## src/rtl/modulo_counter.sv

```systemverilog
// modulo_counter
//   Synchronous modulo-MODULUS up-counter with count enable and parallel load.
//   `number` runs 0 .. MODULUS-1 and wraps to 0. It is the position/timebase
//   for downstream window comparators.
//
// Parameters
//   MODULUS : count modulus, 2 .. 2**16
//   WIDTH   : width of number/data, derived as $clog2(MODULUS)
//
// Ports
//   clk      : rising-edge clock
//   rst      : synchronous active-high reset, forces count to 0
//   incr     : count enable, advance by one per edge
//   set_data : parallel-load strobe, level sampled (tie to 0 when unused)
//   data     : load value; out-of-range loads (>= MODULUS) give 0
//   number   : current count, straight from the count register
//
// Edge priority: rst > set_data > incr > hold.
module modulo_counter #(
  parameter int unsigned MODULUS = 1024,
  parameter int unsigned WIDTH   = $clog2(MODULUS)
) (
  input  logic             clk,
  input  logic             rst,
  input  logic             incr,
  input  logic             set_data,
  input  logic [WIDTH-1:0] data,
  output logic [WIDTH-1:0] number
);

  // Modulus held at WIDTH+1 bits so 2**WIDTH itself is representable.
  localparam logic [WIDTH:0] MOD_EXT = (WIDTH+1)'(MODULUS);
  localparam logic [WIDTH:0] ONE_EXT = (WIDTH+1)'(1);

  logic [WIDTH-1:0] count_q, count_d;
  logic [WIDTH:0]   count_inc;
  logic             at_last;
  logic             data_ok;

  always_comb begin
    // Increment carried at WIDTH+1 bits: count+1 == MODULUS is exactly
    // count == MODULUS-1, and it cannot overflow for power-of-two moduli.
    count_inc = {1'b0, count_q} + ONE_EXT;
    at_last   = (count_inc == MOD_EXT);
    data_ok   = ({1'b0, data} < MOD_EXT);

    count_d = count_q;
    if (set_data) begin
      // Load wins over incr; an illegal value collapses to 0 so the count
      // never leaves 0 .. MODULUS-1.
      count_d = data_ok ? data : '0;
    end else if (incr) begin
      count_d = at_last ? '0 : count_inc[WIDTH-1:0];
    end
  end

  always_ff @(posedge clk) begin
    if (rst) count_q <= '0;
    else     count_q <= count_d;
  end

  assign number = count_q;

endmodule

```

## config.mk

```make
export PLATFORM = sky130hd
export DESIGN_NAME = modulo_counter
export DESIGN_NICKNAME = d
export VERILOG_FILES = /design/src/rtl/modulo_counter.sv
export SDC_FILE = /design/constraint.sdc
export NUM_CORES = 1
export LEC_CHECK = 0
export BUFFER_PORTS_ARGS = -buffer_cell sky130_fd_sc_hd__clkbuf_2
export CAP_MARGIN = 20
export CELL_PAD_IN_SITES_DETAIL_PLACEMENT = 2
export CELL_PAD_IN_SITES_GLOBAL_PLACEMENT = 2
export CORE_MARGIN = 2
export CORE_UTILIZATION = 25
export DETAILED_ROUTE_END_ITERATION = 12
export PLACE_DENSITY_LB_ADDON = 0.1
export SLEW_MARGIN = 0
export SYNTH_ARGS = -nofsm -noshare
export SYNTH_HDL_FRONTEND = slang
export SYNTH_SLANG_ARGS = --single-unit
```

## constraint.sdc

```tcl
create_clock -name clk -period 1.6 [get_ports clk]
set_clock_uncertainty 0.05 [all_clocks]
set_input_delay 0.32 -clock clk [delete_from_list [all_inputs] [get_ports clk]]
set_output_delay 0.32 -clock clk [all_outputs]
set_load 0.005 [all_outputs]
```

==> results by group, run 1 <==
Global route
  • First-pass GRT wire length: 3.24 mm
  • Antenna violations before repair: 0
  • Total grt overflow: 0
  • Total global-route track usage: 0.160
  • Vias in the first global route: 655
  • Largest net degree at the start of global routing: 10

Critical path
  • Reg-to-reg endpoint: number[8]$_SDFFE_PP0P_
  • Crit path launch type: flip-flop
  • Worst R2R Start: number[2]$_SDFFE_PP0P_
  • Critical Path AT: 1.53 ns
  • Worst-path maximum fanout: 9
  • Cell count of the worst reg-to-reg path: 4
  • R2R Setup Slk: 0.17 ns
  • CP endpoint kind: flip-flop
  • Setup CP Type: reg2reg
  • CP required: 1.70 ns

Pwr
  • Lkg Pwr: 0.354 nW
  • Largest vdd supply drop: 0.239 mV
  • P per Cell Area: 723 nW/um^2

Synth
  • Largest cells by area after synthesis: dfxtp_1, xor2_1, a211oi_2, nand4_1, nand2_1
  • Top cell type's share of synthesized area: 0.317
  • EDFF count, synth: 0
  • Synthesized netlist net count: 89
  • Post-synthesis sequential area ratio: 0.317
  • Post-Synthesis Cell Area: 632 sq um
  • Syn avg cell area: 8.54 sq um
  • Most numerous cell in the Yosys netlist: dfxtp_1
  • Synth Register Bits: 10
  • Cell count after synthesis: 74
  • Asr flop ratio synth: 0
  • Commonest cells in the netlist: dfxtp_1, nand2_1, xor2_1, a21oi_1, nand4_1
  • Synth area leader: dfxtp_1
  • Synthesis Warnings: 0
  • Synth cell types: 25
  • Top_reg_cell synth: dfxtp_1

Hold path
  • Hold_sp: data[4]
  • Hold path depth: 2
  • Hold Path Class: in2reg
  • Hold Path End: number[4]$_SDFFE_PP0P_

Clocking
  • Clock Path Buffers: 2
  • H-tree Lvls: 1
  • CTS tree: built
  • Worst-path clk slew: 0.07 ns
  • Hold-fix buffers, CTS: 0
  • Worst-Skew Late Latency: 0.26 ns
  • Total CTS buffers: 3
  • Clock root cell: clkbuf_4
  • Clk sinks: 10

STA
  • Worst Hold Slack: 0.237 ns
  • Aggregate negative setup slack: 0 ns
  • F_max: 701 MHz
  • Relative slew slack: 0.767
  • RSZ-0062 raised after global routing: no
  • Setup violators final: 0
  • Worst slew pin tran: 0.349 ns
  • Period utilization: 0.891
  • Fin crit period: 1.43 ns
  • Final Max Slew Viols: 0
  • Final Hold Fails: 0

Cells and area
  • Fill cell count: 289
  • Non-filler cells, final: 130
  • Diodes inserted: 0
  • Max reg flops: 10
  • Finished Cell Area: 815 sq um
  • Area Growth Syn to Fin: 28.9%
  • Post-layout nets: 117
  • Final core utilization: 0.335
  • Fraction of layout cells with a size suffix above 1: 0.410

Die
  • Core area: 2430 sq um
  • Die area: 2950 sq um
  • I/O pins: 24
  • Starting density of the core: 0.260
  • Die height: 54.3 um
  • Row cnt: 18
  • Die W: 54.3 um

Flow run
  • Maxcap violations: 0

Status
  • Status: finished clean

Detailed routing
  • Post-DRT Antenna Nets: 0
  • Pre-antenna DRT Iters: 4
  • Vias: 638
  • 1st-iter DRT viols: 7
  • Via density: 4.91
  • Total Routed Length: 1.96 mm
  • # DRC: 0
  • Wire per inst: 15.0 um

Placed design
  • Post-DP HPWL: 1.55 mm
  • Post-Place Cells: 127
  • PortBufs: 23
  • Gp weighted congestion: 0.846
  • Post-place instance area: 788 sq um
==> worst max-delay path: stages (launching register included) <==
cell	delay [ns]
dfxtp_1	0.53
and4_4	0.34
nand4_1	0.13
xor2_1	0.18
o22ai_1	0.10
==> routing by layer <==
metal	GRT usage	vias up	wire, um	part of all wire
li1	-	318	-	-
met4	0.0625	0	24	0.012
met1	0.217	303	936	0.48
met2	0.247	13	915	0.47
met5	0	-	0	0
met3	0.0355	4	80	0.041
==> cell type report <==
| type | instances | area (sq um) | share of cell area |
|---|---|---|---|
| Multi-Input combinational cell | 55 | 382 | 0.469 |
| Sequential cell | 10 | 201 | 0.247 |
| Timing Repair Buffer | 29 | 160 | 0.197 |
| Tap cell | 30 | 37.5 | 0.0461 |
| Clock buffer | 3 | 22.5 | 0.0276 |
| Inverter | 3 | 11.3 | 0.0138 |
==> placed cells by master (no fill, tap or decap), types with 6 or more instances in the layout <==
master and instances:
clkbuf_2 23, nand2_1 9, dfxtp_1 9, xor2_1 7, nand4_1 6, a21oi_1 6
buf_4 6
==> stage by stage <==
| stage | power [W] | worst slack, ns |
|---|---|---|
| global route | 0.000634 | 0.0500 |
| CTS | 0.000597 | 0.0556 |
| floorplan | 0.000360 | 0.206 |
| finish | 0.000589 | 0.174 |
| global placement | 0.000416 | 0.149 |
| detailed placement | 0.000420 | 0.0675 |
==> repair_timing <==
item                       4_1_cts  5_1_grt
gates resized for setup          0        2
setup buffers                    0        0
setup endpoints to repair        0        1
==> report_power, final <==
group | total [W] | switching (W) | internal [W]
Combinational | 0.000119 | 0.0000584 | 0.0000609
Sequential | 0.000293 | 0.0000265 | 0.000266
Clock | 0.000176 | 0.0000896 | 0.0000869
==> worst max-delay path by stage <==
stage | from | end | slack, ns
final | number[2]$_SDFFE_PP0P_ | number[8]$_SDFFE_PP0P_ | 0.17
after global placement | number[1]$_SDFFE_PP0P_ | number[1]$_SDFFE_PP0P_ | 0.15
after detailed placement | number[1]$_SDFFE_PP0P_ | number[1]$_SDFFE_PP0P_ | 0.07
after floorplan | number[0]$_SDFFE_PP0P_ | number[1]$_SDFFE_PP0P_ | 0.21
after global routing | number[0]$_SDFFE_PP0P_ | number[1]$_SDFFE_PP0P_ | 0.05
after CTS | number[1]$_SDFFE_PP0P_ | number[1]$_SDFFE_PP0P_ | 0.06
==> cells by family after synthesis <==
family                   after synthesis  synth area share
AO/OA/AOI/OAI                         15             0.180
XOR/XNOR                              10             0.139
adder cells (fa/ha/maj)                1            0.0198
AND/OR/NAND/NOR                       29             0.261
flip-flops                            10             0.317
buffers and inverters                  9            0.0832
(Power assumes the default switching activity.)
==> run 2: changes to the inputs <==
CORE_ASPECT_RATIO = 1.1   (was default)
CORE_UTILIZATION = 26   (was 25)
==> run 2 against run 1 <==
Effect of this change: total power is 9.9% higher; combinational power hardly changed; die area is 3.5% lower; sequential power hardly changed; routed wire length is 0.41% higher; global-route usage is 0.30 points higher; highest routed layer unchanged; sequential share of layout area is 0.11 points lower; register-to-register slack hardly changed; via count is 3.1% lower.
==> results by group, run 2 (synthesized netlist as in run 1, its figures left out) <==
Critical path
  • Worst R2R Start: number[2]$_SDFFE_PP0P_
  • CP required: 1.75 ns
  • Cell count of the worst reg-to-reg path: 4
  • Worst-path maximum fanout: 9
  • CP endpoint kind: flip-flop
  • Crit path launch type: flip-flop
  • Setup CP Type: reg2reg
  • Critical Path AT: 1.56 ns
  • Critical Path Start: number[2]$_SDFFE_PP0P_

Global route
  • Total global-route track usage: 0.163
  • Largest net degree at the start of global routing: 11
  • Vias in the first global route: 703
  • Antenna violations before repair: 0
  • Total grt overflow: 0
  • First-pass GRT wire length: 3.44 mm

Die
  • Core area: 2270 sq um
  • Row cnt: 18
  • Starting density of the core: 0.278
  • Die W: 51.0 um
  • Die height: 55.7 um
  • I/O pins: 24
  • Die area: 2840 sq um

Status
  • Status: finished clean

Clocking
  • H-tree Lvls: 1
  • Total CTS buffers: 3
  • CTS tree: built
  • Setup Fix Bufs, Post-CTS: 0
  • Clock root cell: clkbuf_4
  • Worst-path clk slew: 0.08 ns
  • Worst-Skew Late Latency: 0.27 ns
  • Clk sinks: 10
  • Clock Path Buffers: 2
  • Hold-fix buffers, CTS: 0

Detailed routing
  • Post-DRT Antenna Nets: 0
  • # DRC: 0
  • Vias: 618
  • Pre-antenna DRT Iters: 4
  • Total Routed Length: 1.96 mm
  • 1st-iter DRT viols: 10
  • Via density: 4.75
  • Wire per inst: 15.1 um

Pwr
  • Sequential group share of total power: 0.452
  • Gate power share: 0.179
  • Tot Pwr: 0.000647 W
  • P per Cell Area: 791 nW/um^2
  • Largest vdd supply drop: 0.352 mV
  • Lkg Pwr: 0.359 nW
  • Clock network fraction of total power: 0.369
  • Switching Power: 0.000184 W
  • P_int: 0.000463 W
  • Net Sw Frac: 0.285

Hold path
  • Hold path depth: 2
  • Hold_sp: data[4]
  • Hold Path Class: in2reg

STA
  • Worst slew pin tran: 0.332 ns
  • RSZ-0062 raised after global routing: no
  • Relative slew slack: 0.778
  • Setup ws final: 0.187 ns
  • Setup violators final: 0
  • Aggregate negative setup slack: 0 ns
  • Worst Hold Slack: 0.223 ns
  • Fin crit period: 1.41 ns
  • F_max: 708 MHz
  • Period utilization: 0.883
  • Final Hold Fails: 0
  • Final Max Slew Viols: 0

Placed design
  • Place WS: 0.156 ns
  • Gp weighted congestion: 0.800
  • Post-DP HPWL: 1.48 mm
  • PortBufs: 23

Cells and area
  • Area Growth Syn to Fin: 29.5%
  • Max reg flops: 10
  • Diodes inserted: 0
  • Most common cell after layout, fill and taps aside: clkbuf_2
  • Final core utilization: 0.360
  • Commonest non-fill, non-tap cells in the layout: clkbuf_2, nand2_1, dfxtp_1, xor2_1
  • Fraction of layout cells with a size suffix above 1: 0.400
  • Post-layout nets: 116

Flow run
  • Maxcap violations: 0
## run 2: changes by cell type in the layout (fill, tap and decap cells not counted), sizes merged
cell	before	now
buf	6	5
clkbuf	26	27
## run 2: what timing repair did
item	in CTS	in global routing
gates resized for setup	0	1
endpoints found under the hold margin	0	0
setup endpoints to repair	0	3
## run 2: area by class of cell
type	count	area [sq um]
sequential	10	201
timing repair buffer	28	153
tap	30	37.5
fill	285	1460
inverter	3	11.3
clock buffer	4	36.3
multi-input combinational	55	379
## run 2: critical path, stage by stage, from the launching register on
cell	delay [ns]
dfxtp_1	0.52
and4_4	0.34
nand3_2	0.08
xor2_1	0.15
a211oi_2	0.21
## run 2: per-stage QoR
step | cells | area [sq um]
2_1_floorplan | 74 | 632
3_3_place_gp | 126 | 781
3_5_place_dp | 126 | 781
4_1_cts | 130 | 817
5_1_grt | 130 | 818
6_report | 130 | 818
## run 2: layer usage
layer / GRT usage / share of wire / vias to the layer above
met1: 0.219 / 0.48 / 289
met4: 0.0695 / 0.0066 / 0
met5: 0 / 0 / -
met2: 0.245 / 0.48 / 11
li1: - / - / 316
met3: 0.0403 / 0.034 / 2
## run 2: worst paths after layout
| path | to | slack (ns) |
|---|---|---|
| hold / removal | number[4]$_SDFFE_PP0P_ | 0.22 |
| setup reg to reg | number[6]$_SDFFE_PP0P_ | 0.19 |
| setup / recovery | number[6]$_SDFFE_PP0P_ | 0.19 |
| hold reg to reg | number[8]$_SDFFE_PP0P_ | 0.58 |
## run 2: power by group through the flow
stage	clock [W]	combinational, W	sequential, W
floorplan	0	0.0000674	0.000292
global placement	0	0.000115	0.000297
detailed placement	0	0.000118	0.000298
CTS	0.000242	0.000119	0.000292
global route	0.000264	0.000132	0.000297
finish	0.000239	0.000116	0.000292
